--- src/rtl/sprite_anim_disp_if.sv ---
// Pixel-stream and sprite-ROM bundle for sprite_anim_disp.
//   frame_tick/mode/pos_x/pos_y : per-frame control from the display timing block
//   x/y/bg_in                    : current pixel position and lower-layer colour
//   rom_addr/rom_data            : 1-cycle synchronous sprite ROM port
//   pixel_data/frame_idx         : composited colour and current animation frame
// Widths are derived from the same sprite geometry parameters as the layer.
interface sprite_anim_disp_if #(
    parameter int unsigned SPR_W  = 26,
    parameter int unsigned SPR_H  = 25,
    parameter int unsigned FRAMES = 4
);
    localparam int unsigned DEPTH = FRAMES * SPR_W * SPR_H;
    localparam int unsigned AW    = (DEPTH > 1) ? $clog2(DEPTH) : 1;
    localparam int unsigned FIW   = (FRAMES > 1) ? $clog2(FRAMES) : 1;

    logic           frame_tick;
    logic [1:0]     mode;
    logic [6:0]     pos_x;
    logic [5:0]     pos_y;
    logic [6:0]     x;
    logic [5:0]     y;
    logic [15:0]    bg_in;
    logic [AW-1:0]  rom_addr;
    logic [1:0]     rom_data;
    logic [15:0]    pixel_data;
    logic [FIW-1:0] frame_idx;

    // Layer side.
    modport slave (
        input  frame_tick, mode, pos_x, pos_y, x, y, bg_in, rom_data,
        output rom_addr, pixel_data, frame_idx
    );

    // Display timing / ROM side.
    modport master (
        output frame_tick, mode, pos_x, pos_y, x, y, bg_in, rom_data,
        input  rom_addr, pixel_data, frame_idx
    );
endinterface

--- src/rtl/sprite_anim_disp.sv ---
// Palette-indexed sprite layer for the 96x64 RGB565 OLED path.
// Renders an SPR_W x SPR_H sprite at a frame-latched position with
// off / blink / steady / animate modes. Index 0 is transparent and passes
// bg_in through, so layers chain pixel-by-pixel.
// Ports:
//   clk, rst_n : pixel clock, asynchronous active-low reset
//   bus        : sprite_anim_disp_if.slave (control, pixel stream, ROM port)
// Pipeline: x/y/bg_in sampled at edge k -> rom_addr at k, ROM read at k+1,
// pixel_data registered at k+2.
module sprite_anim_disp #(
    parameter int unsigned SPR_W     = 26,
    parameter int unsigned SPR_H     = 25,
    parameter int unsigned FRAMES    = 4,
    parameter int unsigned FRAME_DIV = 8,
    parameter int unsigned BLINK_DIV = 16,
    parameter logic [15:0] PAL1      = 16'hFFFF,
    parameter logic [15:0] PAL2      = 16'h8410,
    parameter logic [15:0] PAL3      = 16'hF100
) (
    input  logic              clk,
    input  logic              rst_n,
    sprite_anim_disp_if.slave bus
);

    localparam int unsigned DEPTH = FRAMES * SPR_W * SPR_H;
    localparam int unsigned AW    = (DEPTH > 1) ? $clog2(DEPTH) : 1;
    localparam int unsigned FIW   = (FRAMES > 1) ? $clog2(FRAMES) : 1;
    localparam int unsigned HW    = (AW + 1 > 8) ? AW + 1 : 8;
    localparam int unsigned FCW   = (FRAME_DIV > 1) ? $clog2(FRAME_DIV) : 1;
    localparam int unsigned BCW   = (BLINK_DIV > 1) ? $clog2(BLINK_DIV) : 1;

    typedef enum logic [1:0] {
        MODE_OFF    = 2'b00,
        MODE_BLINK  = 2'b01,
        MODE_STEADY = 2'b10,
        MODE_ANIM   = 2'b11
    } mode_e;

    mode_e          mode_c;
    logic [6:0]     px;
    logic [5:0]     py;
    logic [BCW-1:0] blink_cnt;
    logic           blink_on;
    logic [FCW-1:0] anim_cnt;
    logic [FIW-1:0] frame_q;

    logic           visible_c;
    logic           hit_c;
    logic [AW-1:0]  addr_c;
    logic [HW-1:0]  xe, ye, pxe, pye, p, q;

    logic [AW-1:0]  rom_addr_q;
    logic           hit_d1, hit_d2;
    logic [15:0]    bg_d1, bg_d2;
    logic [15:0]    pix_c;
    logic [15:0]    pixel_q;

    assign mode_c         = mode_e'(bus.mode);
    assign bus.rom_addr   = rom_addr_q;
    assign bus.pixel_data = pixel_q;
    assign bus.frame_idx  = frame_q;

    // Position only moves on a frame boundary so the sprite never tears.
    always_ff @(posedge clk or negedge rst_n) begin
        if (!rst_n) begin
            px <= '0;
            py <= '0;
        end else if (bus.frame_tick) begin
            px <= bus.pos_x;
            py <= bus.pos_y;
        end
    end

    // Blink phase: runs only in blink mode, otherwise parked visible.
    always_ff @(posedge clk or negedge rst_n) begin
        if (!rst_n) begin
            blink_cnt <= '0;
            blink_on  <= 1'b1;
        end else if (mode_c != MODE_BLINK) begin
            blink_cnt <= '0;
            blink_on  <= 1'b1;
        end else if (bus.frame_tick) begin
            if (blink_cnt == BCW'(BLINK_DIV - 1)) begin
                blink_cnt <= '0;
                blink_on  <= ~blink_on;
            end else begin
                blink_cnt <= blink_cnt + BCW'(1);
            end
        end
    end

    // Animation step: runs only in animate mode, otherwise frame 0.
    always_ff @(posedge clk or negedge rst_n) begin
        if (!rst_n) begin
            anim_cnt <= '0;
            frame_q  <= '0;
        end else if (mode_c != MODE_ANIM) begin
            anim_cnt <= '0;
            frame_q  <= '0;
        end else if (bus.frame_tick) begin
            if (anim_cnt == FCW'(FRAME_DIV - 1)) begin
                anim_cnt <= '0;
                frame_q  <= (frame_q == FIW'(FRAMES - 1)) ? '0 : frame_q + FIW'(1);
            end else begin
                anim_cnt <= anim_cnt + FCW'(1);
            end
        end
    end

    // Hit test in a width wide enough that px+SPR_W never wraps.
    always_comb begin
        visible_c = 1'b1;
        case (mode_c)
            MODE_OFF:   visible_c = 1'b0;
            MODE_BLINK: visible_c = blink_on;
            default:    visible_c = 1'b1;
        endcase
        xe     = HW'(bus.x);
        ye     = HW'(bus.y);
        pxe    = HW'(px);
        pye    = HW'(py);
        p      = xe - pxe;
        q      = ye - pye;
        hit_c  = (xe >= pxe) && (xe < pxe + HW'(SPR_W)) &&
                 (ye >= pye) && (ye < pye + HW'(SPR_H)) && visible_c;
        addr_c = AW'(HW'(frame_q) * HW'(SPR_W * SPR_H) + q * HW'(SPR_W) + p);
    end

    // Stage 1/2 pipeline: address to ROM, hit and background ride alongside.
    always_ff @(posedge clk or negedge rst_n) begin
        if (!rst_n) begin
            rom_addr_q <= '0;
            hit_d1     <= 1'b0;
            bg_d1      <= '0;
            hit_d2     <= 1'b0;
            bg_d2      <= '0;
        end else begin
            rom_addr_q <= hit_c ? addr_c : '0;
            hit_d1     <= hit_c;
            bg_d1      <= bus.bg_in;
            hit_d2     <= hit_d1;
            bg_d2      <= bg_d1;
        end
    end

    // Palette lookup; index 0 is transparent.
    always_comb begin
        pix_c = bg_d2;
        if (hit_d2) begin
            case (bus.rom_data)
                2'd1:    pix_c = PAL1;
                2'd2:    pix_c = PAL2;
                2'd3:    pix_c = PAL3;
                default: pix_c = bg_d2;
            endcase
        end
    end

    always_ff @(posedge clk or negedge rst_n) begin
        if (!rst_n) begin
            pixel_q <= '0;
        end else begin
            pixel_q <= pix_c;
        end
    end

endmodule

--- src/flat_wrapper.sv ---
// flat-port wrapper written by rule: the top's interface ports become plain ports
module sprite_anim_disp_flat 
#(
    parameter int unsigned SPR_W     = 26,
    parameter int unsigned SPR_H     = 25,
    parameter int unsigned FRAMES    = 4,
    parameter int unsigned FRAME_DIV = 8,
    parameter int unsigned BLINK_DIV = 16,
    parameter logic [15:0] PAL1      = 16'hFFFF,
    parameter logic [15:0] PAL2      = 16'h8410,
    parameter logic [15:0] PAL3      = 16'hF100
)
  (clk, rst_n, bus_frame_tick, bus_mode, bus_pos_x, bus_pos_y, bus_x, bus_y, bus_bg_in, bus_rom_data, bus_rom_addr, bus_pixel_data, bus_frame_idx);
  sprite_anim_disp_if #(.SPR_W(SPR_W), .SPR_H(SPR_H), .FRAMES(FRAMES)) bus_i ();
  input  logic clk;
  input  logic rst_n;
  input wire logic [$bits(bus_i.frame_tick)-1:0] bus_frame_tick;
  input wire logic [$bits(bus_i.mode)-1:0] bus_mode;
  input wire logic [$bits(bus_i.pos_x)-1:0] bus_pos_x;
  input wire logic [$bits(bus_i.pos_y)-1:0] bus_pos_y;
  input wire logic [$bits(bus_i.x)-1:0] bus_x;
  input wire logic [$bits(bus_i.y)-1:0] bus_y;
  input wire logic [$bits(bus_i.bg_in)-1:0] bus_bg_in;
  input wire logic [$bits(bus_i.rom_data)-1:0] bus_rom_data;
  output wire logic [$bits(bus_i.rom_addr)-1:0] bus_rom_addr;
  output wire logic [$bits(bus_i.pixel_data)-1:0] bus_pixel_data;
  output wire logic [$bits(bus_i.frame_idx)-1:0] bus_frame_idx;
  assign bus_i.frame_tick = bus_frame_tick;
  assign bus_i.mode = bus_mode;
  assign bus_i.pos_x = bus_pos_x;
  assign bus_i.pos_y = bus_pos_y;
  assign bus_i.x = bus_x;
  assign bus_i.y = bus_y;
  assign bus_i.bg_in = bus_bg_in;
  assign bus_i.rom_data = bus_rom_data;
  assign bus_rom_addr = bus_i.rom_addr;
  assign bus_pixel_data = bus_i.pixel_data;
  assign bus_frame_idx = bus_i.frame_idx;
  sprite_anim_disp #(.SPR_W(SPR_W), .SPR_H(SPR_H), .FRAMES(FRAMES), .FRAME_DIV(FRAME_DIV), .BLINK_DIV(BLINK_DIV), .PAL1(PAL1), .PAL2(PAL2), .PAL3(PAL3)) u_core (.clk(clk), .rst_n(rst_n), .bus(bus_i));
endmodule
--- config.mk ---
export PLATFORM = sky130hd
export DESIGN_NAME = sprite_anim_disp_flat
export DESIGN_NICKNAME = d
export VERILOG_FILES = /design/src/rtl/sprite_anim_disp_if.sv /design/src/rtl/sprite_anim_disp.sv /design/src/flat_wrapper.sv
export SDC_FILE = /design/constraint.sdc
export NUM_CORES = 1
export LEC_CHECK = 0
export ABC_AREA = 1
export CAP_MARGIN = 10
export CORE_MARGIN = 2
export CORE_UTILIZATION = 50
export CTS_CLUSTER_DIAMETER = 80
export CTS_CLUSTER_SIZE = 30
export DETAILED_ROUTE_END_ITERATION = 7
export DONT_BUFFER_PORTS = 1
export PLACE_DENSITY = 0.62
export SETUP_SLACK_MARGIN = 0.2
export SLEW_MARGIN = 30
export SYNTH_ARGS = -nofsm -noshare
export SYNTH_HDL_FRONTEND = slang
export SYNTH_SLANG_ARGS = --single-unit
--- constraint.sdc ---
create_clock -name clk -period 14.8 [get_ports clk]
set_input_delay 3.7 -clock clk [delete_from_list [all_inputs] [get_ports clk]]
set_output_delay 3.7 -clock clk [all_outputs]
set_load 0.05 [all_outputs]
==> metrics.txt <==
CP cell instances=inv_1 -> ha_1 -> inv_1 -> fa_1 -> xor2_1 -> ha_1 -> ha_1 -> xor2_1 -> inv_1 -> fa_1 -> o21ai_0 -> xnor2_1 -> fa_1 -> inv_1 -> ha_1 -> nand2_1 -> nor3_1 -> nand2_1 -> o211ai_1 -> a21oi_1 -> o21bai_1 -> nand3_1 -> nand2_1 -> nor2_1; critical path endpoint category=flip-flop; cts bufs inserted=9; Chip Width=104 um; vias in the first global route=3309; arrival time at the worst endpoint=8320 ps; WHS Endpoint=u_core.bg_d2[8]; Least-Margin Pin Slew=roughly 740 ps; hold_sp=u_core.bg_d1[8]; CTS tree=yes; area of the multi-input gates=about 2500 um^2; r2r setup slk=9710 ps; root buf cell=clkbuf_8; ANT cells=0; routed len/inst=12.9 um; # resized after CTS=0; H-tree levels=3; ratio of final minimum period to clock period=0.545; largest cells by area after synthesis=dfrtp_1 42%, ha_1 15%, nand2_1 8.0%, inv_1 7.0%, fa_1 6.0%; Num Clock Sinks=85; FF-to-FF End=u_core.bus.rom_addr[11]; Ys Warns=0; CTS Hold Bufs=0; Worst setup SP type=input port; WS Path Type=input port to flip-flop; first-pass GRT wire length=15.2 mm; total power=around 1.2 mW; core area=9730 um^2; hold path depth=0; IO Pins=79; antenna violations before repair=0; flops & latches, synth=85; FP Rows=36; grt total ovfl=0; RSZ-0062 raised after global routing=false; setup TNS=0 ps; total number of vias=3396; Slew Limit Fails=0; status=finished, final reports clean; Max Clk Rate=124 MHz; P per Cell Area=about 220 nW/um^2; CP Data Required Time=15050 ps; largest net degree at the start of global routing=86; Slew HR=0.503; crit path time final=between 8000 and 9000 ps; synthesis-to-finish area growth=7.87%; cell area after synthesis=approximately 5000 um^2; Slowest cell on crit path=fa_1; DR pass1 iterations=4; total track usage=0.174; fill count=906; Routed Antenna Nets=0; Yosys top cell area share=0.420; die height=104 um; sequential share of the synthesized area=0.425; post-layout net count=between 600 and 700; Cell variety after synth=34; DR vias/cell=4.94; drt drc=0; DR iter-0 viols=between 100 and 150; Synth Net Count=between 600 and 700; Max Cap Viol=0; post-DP HPWL=~7.2 mm; Hold Path Class=flip-flop to flip-flop; Reg clk slew, reported paths=90 ps; share of post-route cells with drive strength above 1=0.0469; top cell family by delay on the critical path=adder cells; final core utilization=0.555; PortBufs=0; Pleak=2.87 nW; Routability Congestion=0.813; FF/Latch Area=2130 um^2; Final Hold Viols=0; Cells after Synth=between 500 and 600; slowest stage delay, CP=480 ps; maximum vdd ir drop=around 0.14 mV; Yosys top cell by area=dfrtp_1; Longest Clk Path Bufs=2; CP bufs+invs=4; final wirelength=around 8.9 mm; R2R cell count=23; clock skew=9.17 ps; r2r startpoint=u_core.py[0]; Mean Syn Cell Area=~9 um^2; clk_lat worst skew=350 ps; post-CTS setup repair buffer count=0; Final setup viols=0; Die Area=10800 um^2; CP Max Fanout=5; Initial Utilization=0.515
final cells by class:
class / instances / share of cell area
clock buffer: 9 / 0.0229
clock inverter: 7 / 0.0236
inverter: 95 / 0.0665
multi-input combinational: 358 / 0.462
sequential: 85 / 0.394
tap: 133 / 0.0308
worst max path at each step:
stage                   from                       to  cells past startpoint
detailed placement  bus_y[0]  u_core.bus.rom_addr[11]                     24
finish              bus_y[0]  u_core.bus.rom_addr[11]                     24
floorplan           bus_y[0]  u_core.bus.rom_addr[11]                     27
CTS                 bus_y[0]  u_core.bus.rom_addr[11]                     24
global route        bus_y[0]  u_core.bus.rom_addr[11]                     24
global placement    bus_y[0]  u_core.bus.rom_addr[11]                     24
logic make-up after synthesis:
group,after synthesis,share of synthesized area
fa+ha+maj,75,0.210
compound gates,80,0.0877
flops,85,0.425
simple gates,173,0.147
xor+xnor,30,0.0540
buf+inv,101,0.0765
cell usage in the layout, fill, tap and decap left out, types with 2 or more instances in the layout:
cell       Yosys  routed
inv_6          0       2
ha_1          60      60
xnor2_1       10      10
xor2_1        19      19
nand3b_1       2       2
inv_1         94      94
nand4_1        5       5
nand2_2        3       3
o21bai_1       3       3
nor2_1        27      27
o221ai_1       2       2
dfrtp_1       84      84
nor3_1         4       4
bufinv_16      0       3
nand2_1      107     107
o211ai_1       2       2
nand3_1       20      20
a31oi_1        3       3
a21o_1         2       2
o21ai_0       31      31
a21oi_1       33      33
clkbuf_8       0       9
fa_1          15      15
state kept, by name (all words and copies together), names as in the netlist, 3 cells and up:
signal,count
u_core.anim_cnt,3
u_core.bg_d1,16
u_core.bg_d2,16
u_core.blink_cnt,4
u_core.bus.pixel_data,16
u_core.bus.rom_addr,12
u_core.px,7
u_core.py,6
layer usage:
metal / global-route usage / up-vias / wire length, um
met1: 0.232 / 1578 / 4230
met4: 0.0569 / 0 / 108
li1: - / 1740 / -
met5: 0 / - / 0
met2: 0.274 / 68 / 4060
met3: 0.0514 / 10 / 484
report_power, final:
| part | switching [mW] | total [mW] | internal, mW |
|---|---|---|---|
| combinational | 0.411 | 0.701 | 0.290 |
| sequential | 0.0500 | 0.302 | 0.252 |
| clock | 0.0860 | 0.201 | 0.115 |
metrics by stage:
stage	instance area, um^2	setup slack (ps)	hold WS (ps)	instances
global route	5400	6400	352	687
global placement	5150	6550	332	671
floorplan	5010	6760	331	544
detailed placement	5150	6420	335	671
CTS	5400	6790	348	687
finish	5400	6730	347	687
worst reg2reg max path, delay by kind of cell (launching register included):
kind,cells,cell delay [ps]
flops,1,410
compound gates,4,730
buf+inv,3,200
simple gates,6,510
xor+xnor,3,630
fa+ha+maj,7,2510
cells in the mapped netlist:
library cell    n
nand2_1       107
inv_1          94
dfrtp_1        84
ha_1           60
a21oi_1        33
o21ai_0        31
nor2_1         27
nand3_1        20
xor2_1         19
fa_1           15
xnor2_1        10
clkbuf_1        5
nand4_1         5
nor3_1          4
a31oi_1         3
nand2_2         3
o21bai_1        3
a21o_1          2
nand3b_1        2
o211ai_1        2
o221ai_1        2
a211oi_1        1
and3_1          1
clkbuf_2        1
dfstp_2         1
inv_4           1
nand3_2         1
nor3_4          1
nor3b_1         1
o21ai_1         1
o21ai_2         1
o311ai_0        1
or2_2           1
xor2_2          1
Note: power is estimated with default switching activity, not from simulation.
==> RTL edit 1: new RTL, config.mk and constraints unchanged <==
Take the reset off `rom_addr_q` and load it in a clocked block of its own.
--- a/src/rtl/sprite_anim_disp.sv
+++ b/src/rtl/sprite_anim_disp.sv
@@ -129,18 +129,20 @@
     // Stage 1/2 pipeline: address to ROM, hit and background ride alongside.
     always_ff @(posedge clk or negedge rst_n) begin
         if (!rst_n) begin
-            rom_addr_q <= '0;
             hit_d1     <= 1'b0;
             bg_d1      <= '0;
             hit_d2     <= 1'b0;
             bg_d2      <= '0;
         end else begin
-            rom_addr_q <= hit_c ? addr_c : '0;
             hit_d1     <= hit_c;
             bg_d1      <= bus.bg_in;
             hit_d2     <= hit_d1;
             bg_d2      <= bg_d1;
         end
+    end
+
+    always_ff @(posedge clk) begin
+        rom_addr_q <= hit_c ? addr_c : '0;
     end
 
     // Palette lookup; index 0 is transparent.
Behaviour: not the same (Yosys sat finds a counterexample within 4 cycles, from zero or initial values and one cycle with rst_n low).
==> RTL edit 1 against the original RTL <==
  * Final area shrank 2.2%
  * Critical endpoint is now u_core.bus.rom_addr[11]
  * Worst setup slack lost 0.0037 ns
  * Register-to-register slack is essentially flat
  * Largest power group unchanged
  * Total power grew 0.58%
  * Sequential power is essentially flat
  * Sequential cell count is the same
  * Synthesized area shrank 0.57%
  * Wire length grew 2.9%
==> RTL edit 1: results (changes against the original RTL) <==
| Metric | Value |
|---|---|
| Status | `complete, no violations` |
| Compound-gate portion of the synthesized area | `8.32% (-0.45 points)` |
| Met3 usage | `4.15% (-0.98 points)` |
| Met1 Use GR | `22.6% (-0.51 points)` |
| VDD IR-drop max | `141 uV (+1.3%)` |
| Worst Hold Class | `reg -> reg` |
| Crit-path max FO | `4 (-1)` |
| PostCTS Resize Cnt | `0 (unchanged)` |
| Worst r2r dst | `u_core.bus.rom_addr[11]` |
| Unique masters post-synth | `36 (+5.9%)` |
| Xor-xnor portion of the synthesized cell area | `5.83% (+0.43 points)` |
| Top cells by area, synth | `dfrtp_1 (36%), ha_1 (15%), nand2_1 (8.1%)` |
| Post-Synth Adder-Cell Area | `21.1% (+0.12 points)` |
| Synth top cells by count | `nand2_1 (108), inv_1 (82), dfrtp_1 (72)` |
| Launch point of the worst reg-to-reg path | `u_core.py[0]` |
| Largest net degree at the start of global routing | `74 (-14%)` |
| Dpl ws | `6.42 ns (+0.00110 ns)` |
| Post-DP HPWL | `7310 um (+2.1%)` |
| Worst R2R Path Depth | `22 (-4.3%)` |
| WHS Endpoint | `u_core.bg_d2[14]` |
| Synth async-reset ratio | `85.9% (-14 points)` |
| Max-slew headroom | `51.5% (+1.2 points)` |
| First-pass GRT wire length | `15200 um (+0.36%)` |
| Tcrit/Tclk final | `54.5% (about the same)` |
| Min-delay src | `u_core.bg_d1[14]` |
| Seq/Total Area, Yosys | `41.6% (-0.96 points)` |
| Final Skew | `0.0130 ns (+0.00385 ns)` |
| DR vias | `3380 (-0.47%)` |
| Post-DR wirelength/cell | `13.5 um (+4.2%)` |
| Worst skew pair latency | `0.35 ns (about the same)` |
| Drt initial violations | `90 (-32%)` |
| Postcts setup bufs | `0 (unchanged)` |
| Root buffer cell | `clkbuf_8` |
| Grt met2 use | `30.0% (+2.5 points)` |
| Inserted Clock Buffers | `9 (unchanged)` |
| Clock slew at reported path FFs | `0.09 ns (about the same)` |
| Via density | `4.99 (+0.85%)` |
| Cells after Synth | `537 (-1.3%)` |
| GRT Total Usage | `17.6% (+0.17 points)` |
| Placed cells | `662 (-1.3%)` |
| Layout cells sized above 1 | `6.79% (+2.1 points)` |
| CTS H-tree depth | `3 (unchanged)` |
| Crit path DAT | `8.31 ns (about the same)` |
| Antenna Violating Nets Remaining | `0 (unchanged)` |
| CTS max path bufs | `2 (unchanged)` |
| RePlAce Congestion | `0.818 (+0.54%)` |
| Number of global-route vias before repair | `3333 (+0.73%)` |
| Multiplexer share of the synthesized area | `0.201% (+0.20 points)` |
| Drt pass-1 iters | `4 (unchanged)` |
| Reg-to-reg slack, setup | `9.72 ns (about the same)` |
| Static leakage | `2.73 nW (-4.9%)` |
==> RTL edit 1: cell type report <==
| class | instances | area (sq um) |
|---|---|---|
| clock buffer | 10 | 138 |
| clock inverter | 6 | 52.6 |
| fill | 907 | 4450 |
| inverter | 83 | 312 |
| multi-input combinational | 361 | 2540 |
| sequential | 85 | 2070 |
| tap | 133 | 166 |
==> RTL edit 1: logic make-up after synthesis <==
group / count (synthesis)
DFF: 85
xor gates and xnor gates: 31
buffers and inverters: 91
AOI/OAI and AO/OA: 75
adders and majority gates: 75
muxes: 1
and+or+nand+nor: 179
==> RTL edit 1: critical path: stages <==
cell      delay [ns]
inv_1           0.07
ha_1            0.15
inv_1           0.07
fa_1            0.44
xor2_1          0.28
ha_1            0.29
ha_1            0.32
xor2_1          0.21
inv_1           0.09
fa_1            0.47
o21ai_0         0.31
a21o_1          0.16
a21oi_1         0.07
xnor2_1         0.14
fa_1            0.48
inv_1           0.04
ha_1            0.34
a21oi_1         0.17
o221ai_1        0.13
nor2_1          0.15
nand3_1         0.11
nand2_1         0.07
nor2_1          0.04
==> RTL edit 1: per-stage QoR <==
stage	utilization (%)	cell area (sq um)	power [mW]	hold WS, ns
after CTS	54.3	5280	1.21	0.346
after detailed placement	52.3	5090	1.05	0.335
after global routing	54.3	5280	1.34	0.357
after global placement	52.3	5090	1.03	0.332
final	54.3	5280	1.21	0.349
after floorplan	-	4980	0.921	0.331
==> RTL edit 1: worst max path at each step <==
| stage | cells past startpoint | endpoint | startpoint |
|---|---|---|---|
| 3_3_place_gp | 23 | u_core.bus.rom_addr[11] | bus_y[0] |
| 5_1_grt | 23 | u_core.bus.rom_addr[11] | bus_y[0] |
| 4_1_cts | 23 | u_core.bus.rom_addr[11] | bus_y[0] |
| 6_report | 23 | u_core.bus.rom_addr[11] | bus_y[0] |
| 2_1_floorplan | 24 | u_core.bus.rom_addr[11] | bus_y[0] |
| 3_5_place_dp | 23 | u_core.bus.rom_addr[11] | bus_y[0] |
==> RTL edit 1: report_power, final <==
part	internal (mW)	leakage [nW]	switching [mW]	total [mW]
clock network	0.0683	0.0914	0.0889	0.157
registers	0.252	0.977	0.0487	0.301
logic	0.312	1.66	0.441	0.753
==> RTL edit 1: metal layers <==
| metal | wire length, um | part of all wire, % | vias to the layer above |
|---|---|---|---|
| li1 | - | - | 1728 |
| met1 | 4110 | 45 | 1554 |
| met2 | 4380 | 48 | 88 |
| met3 | 562 | 6.2 | 10 |
| met4 | 79 | 0.86 | 0 |
| met5 | 0 | 0 | - |
==> RTL edit 2: new RTL, same flow settings <==
Without the edit above. `BLINK_DIV` is set to 16 in 2 places; all go to 8.
--- a/src/rtl/sprite_anim_disp.sv
+++ b/src/rtl/sprite_anim_disp.sv
@@ -12,7 +12,7 @@
     parameter int unsigned SPR_H     = 25,
     parameter int unsigned FRAMES    = 4,
     parameter int unsigned FRAME_DIV = 8,
-    parameter int unsigned BLINK_DIV = 16,
+    parameter int unsigned BLINK_DIV = 8,
     parameter logic [15:0] PAL1      = 16'hFFFF,
     parameter logic [15:0] PAL2      = 16'h8410,
     parameter logic [15:0] PAL3      = 16'hF100
--- a/src/flat_wrapper.sv
+++ b/src/flat_wrapper.sv
@@ -5,7 +5,7 @@
     parameter int unsigned SPR_H     = 25,
     parameter int unsigned FRAMES    = 4,
     parameter int unsigned FRAME_DIV = 8,
-    parameter int unsigned BLINK_DIV = 16,
+    parameter int unsigned BLINK_DIV = 8,
     parameter logic [15:0] PAL1      = 16'hFFFF,
     parameter logic [15:0] PAL2      = 16'h8410,
     parameter logic [15:0] PAL3      = 16'hF100
Behaviour: not the same (a bounded check fails within 10 cycles, from zero or initial values and one cycle with rst_n low).
==> RTL edit 2 against the original RTL <==
  * Final area down 0.93%
  * Wire length shrank 0.28%
  * Worst setup slack got worse by 0.013 ns
  * Total power increased by 2.8%
  * Global-route usage is 0.21 points lower
  * Clock skew rose by 0.0011 ns
  * Sequential power decreased by 2%
  * Combinational power increased by 14%
  * Cell count fell by 0.58%
  * Synthesized area up 0.87%
  * Die area rose by 0.84%
  * Sequential cell count down 1
==> RTL edit 2: results (changes against the original RTL) <==
| Metric | Value |
|---|---|
| CTS H-tree depth | `3 (unchanged)` |
| Cells after Synth | `540 (-0.74%)` |
| Filler cells | `895 (-1.2%)` |
| Dpl ws | `6.35 ns (-0.0630 ns)` |
| Crit-path max FO | `4 (-1)` |
| VDD IR-drop max | `141 uV (+1.5%)` |
| Drt pass-1 iters | `4 (unchanged)` |
| Min-delay src | `u_core.bg_d1[5]` |
| Met3 usage | `5.45% (+0.31 points)` |
| WHS Endpoint | `u_core.bg_d2[5]` |
| Crit path DAT | `8.33 ns (about the same)` |
| Grt met2 use | `27.5% (about the same)` |
| GRT Total Usage | `17.2% (-0.21 points)` |
| Synth async-reset ratio | `100% (unchanged)` |
| Slew @ Worst Pin | `0.725 ns (-0.0202 ns)` |
| Hold buffer count at CTS | `0 (unchanged)` |
| Synth top cells by count | `nand2_1 (107), dfrtp_1 (83), inv_1 (80)` |
| Tcrit/Tclk final | `54.6% (+0.085 points)` |
| Drt initial violations | `82 (-38%)` |
| Status | `complete, no violations` |
| Largest net degree at the start of global routing | `85 (-1.2%)` |
| Met1 Use GR | `22.5% (-0.69 points)` |
| Synth Warn # | `0 (unchanged)` |
| Finished Layout Cells | `683 (-0.58%)` |
| First-pass GRT wire length | `15000 um (-0.91%)` |
| Inserted Clock Buffers | `9 (unchanged)` |
| Worst Hold Class | `reg -> reg` |
| Post-DR wirelength/cell | `13.0 um (+0.30%)` |
| N_diodes | `0 (unchanged)` |
| Top cells by area, synth | `dfrtp_1 (41%), ha_1 (15%), nand2_1 (8.0%)` |
| Layout cells sized above 1 | `8.55% (+3.9 points)` |
| Number of global-route vias before repair | `3241 (-2.1%)` |
| RePlAce Congestion | `0.803 (-1.2%)` |
| Placed inst area | `5180 sq um (+0.66%)` |
| Clock slew at reported path FFs | `0.09 ns (about the same)` |
| Static leakage | `2.85 nW (-0.53%)` |
| Seq/Total Area, Yosys | `41.7% (-0.86 points)` |
| Via density | `4.90 (-0.78%)` |
| Root buffer cell | `clkbuf_8` |
| Slew Limit Fails | `0 (unchanged)` |
| Reg-to-reg slack, setup | `9.72 ns (about the same)` |
| Post-synthesis net count | `665 (-0.45%)` |
| Unique masters post-synth | `39 (+15%)` |
| Worst R2R Path Depth | `24 (+4.3%)` |
| Postcts setup bufs | `0 (unchanged)` |
| Post-DP HPWL | `7140 um (-0.17%)` |
| Final Skew | `0.0103 ns (+0.00111 ns)` |
## RTL edit 2: cell families after synthesis
group           share of synthesized area [%]
fa+ha+maj                                21.1
simple gates                             15.9
buf+inv                                  7.36
xor+xnor                                 6.05
mux                                     0.223
flops                                    41.7
compound gates                           7.80
## RTL edit 2: per-stage QoR
step / util [%] / hold WS [ns]
after floorplan: - / 0.331
after CTS: 54.7 / 0.348
after detailed placement: 53.0 / 0.335
after global routing: 54.7 / 0.352
final: 54.7 / 0.348
after global placement: 53.0 / 0.333
## RTL edit 2: routing by layer
metal / vias to the layer above / part of all wire, % / routed length [um]
met5: - / 0 / 0
met4: 0 / 1.3 / 115
met3: 8 / 5.4 / 479
met2: 64 / 46 / 4070
met1: 1547 / 47 / 4190
li1: 1731 / - / -
## RTL edit 2: worst max-delay path by stage
stage,start,endpoint,cells past startpoint
2_1_floorplan,bus_y[0],u_core.bus.rom_addr[11],25
3_3_place_gp,bus_y[0],u_core.bus.rom_addr[11],25
3_5_place_dp,bus_y[0],u_core.bus.rom_addr[11],25
4_1_cts,bus_y[0],u_core.bus.rom_addr[11],25
5_1_grt,bus_y[0],u_core.bus.rom_addr[11],26
6_report,bus_y[0],u_core.bus.rom_addr[11],25
## RTL edit 2: cell type report
type / count / share of cell area, %
multi-input cells: 360 / 48.1
well taps: 133 / 3.11
clock inverters: 6 / 0.748
flip-flops and latches: 84 / 39.3
inverters: 90 / 6.31
clock buffers: 10 / 2.39
## RTL edit 2: critical path: cells and delay by family
| family | cells | cell delay [ns] |
|---|---|---|
| AND/OR/NAND/NOR | 6 | 0.77 |
| XOR/XNOR | 2 | 0.38 |
| AO/OA/AOI/OAI | 5 | 0.72 |
| adder cells (fa/ha/maj) | 7 | 2.47 |
| buffers and inverters | 5 | 0.28 |
## RTL edit 2: power breakdown
part | switching [mW] | internal (mW)
Clock | 0.0821 | 0.0610
Sequential | 0.0481 | 0.249
Combinational | 0.476 | 0.322
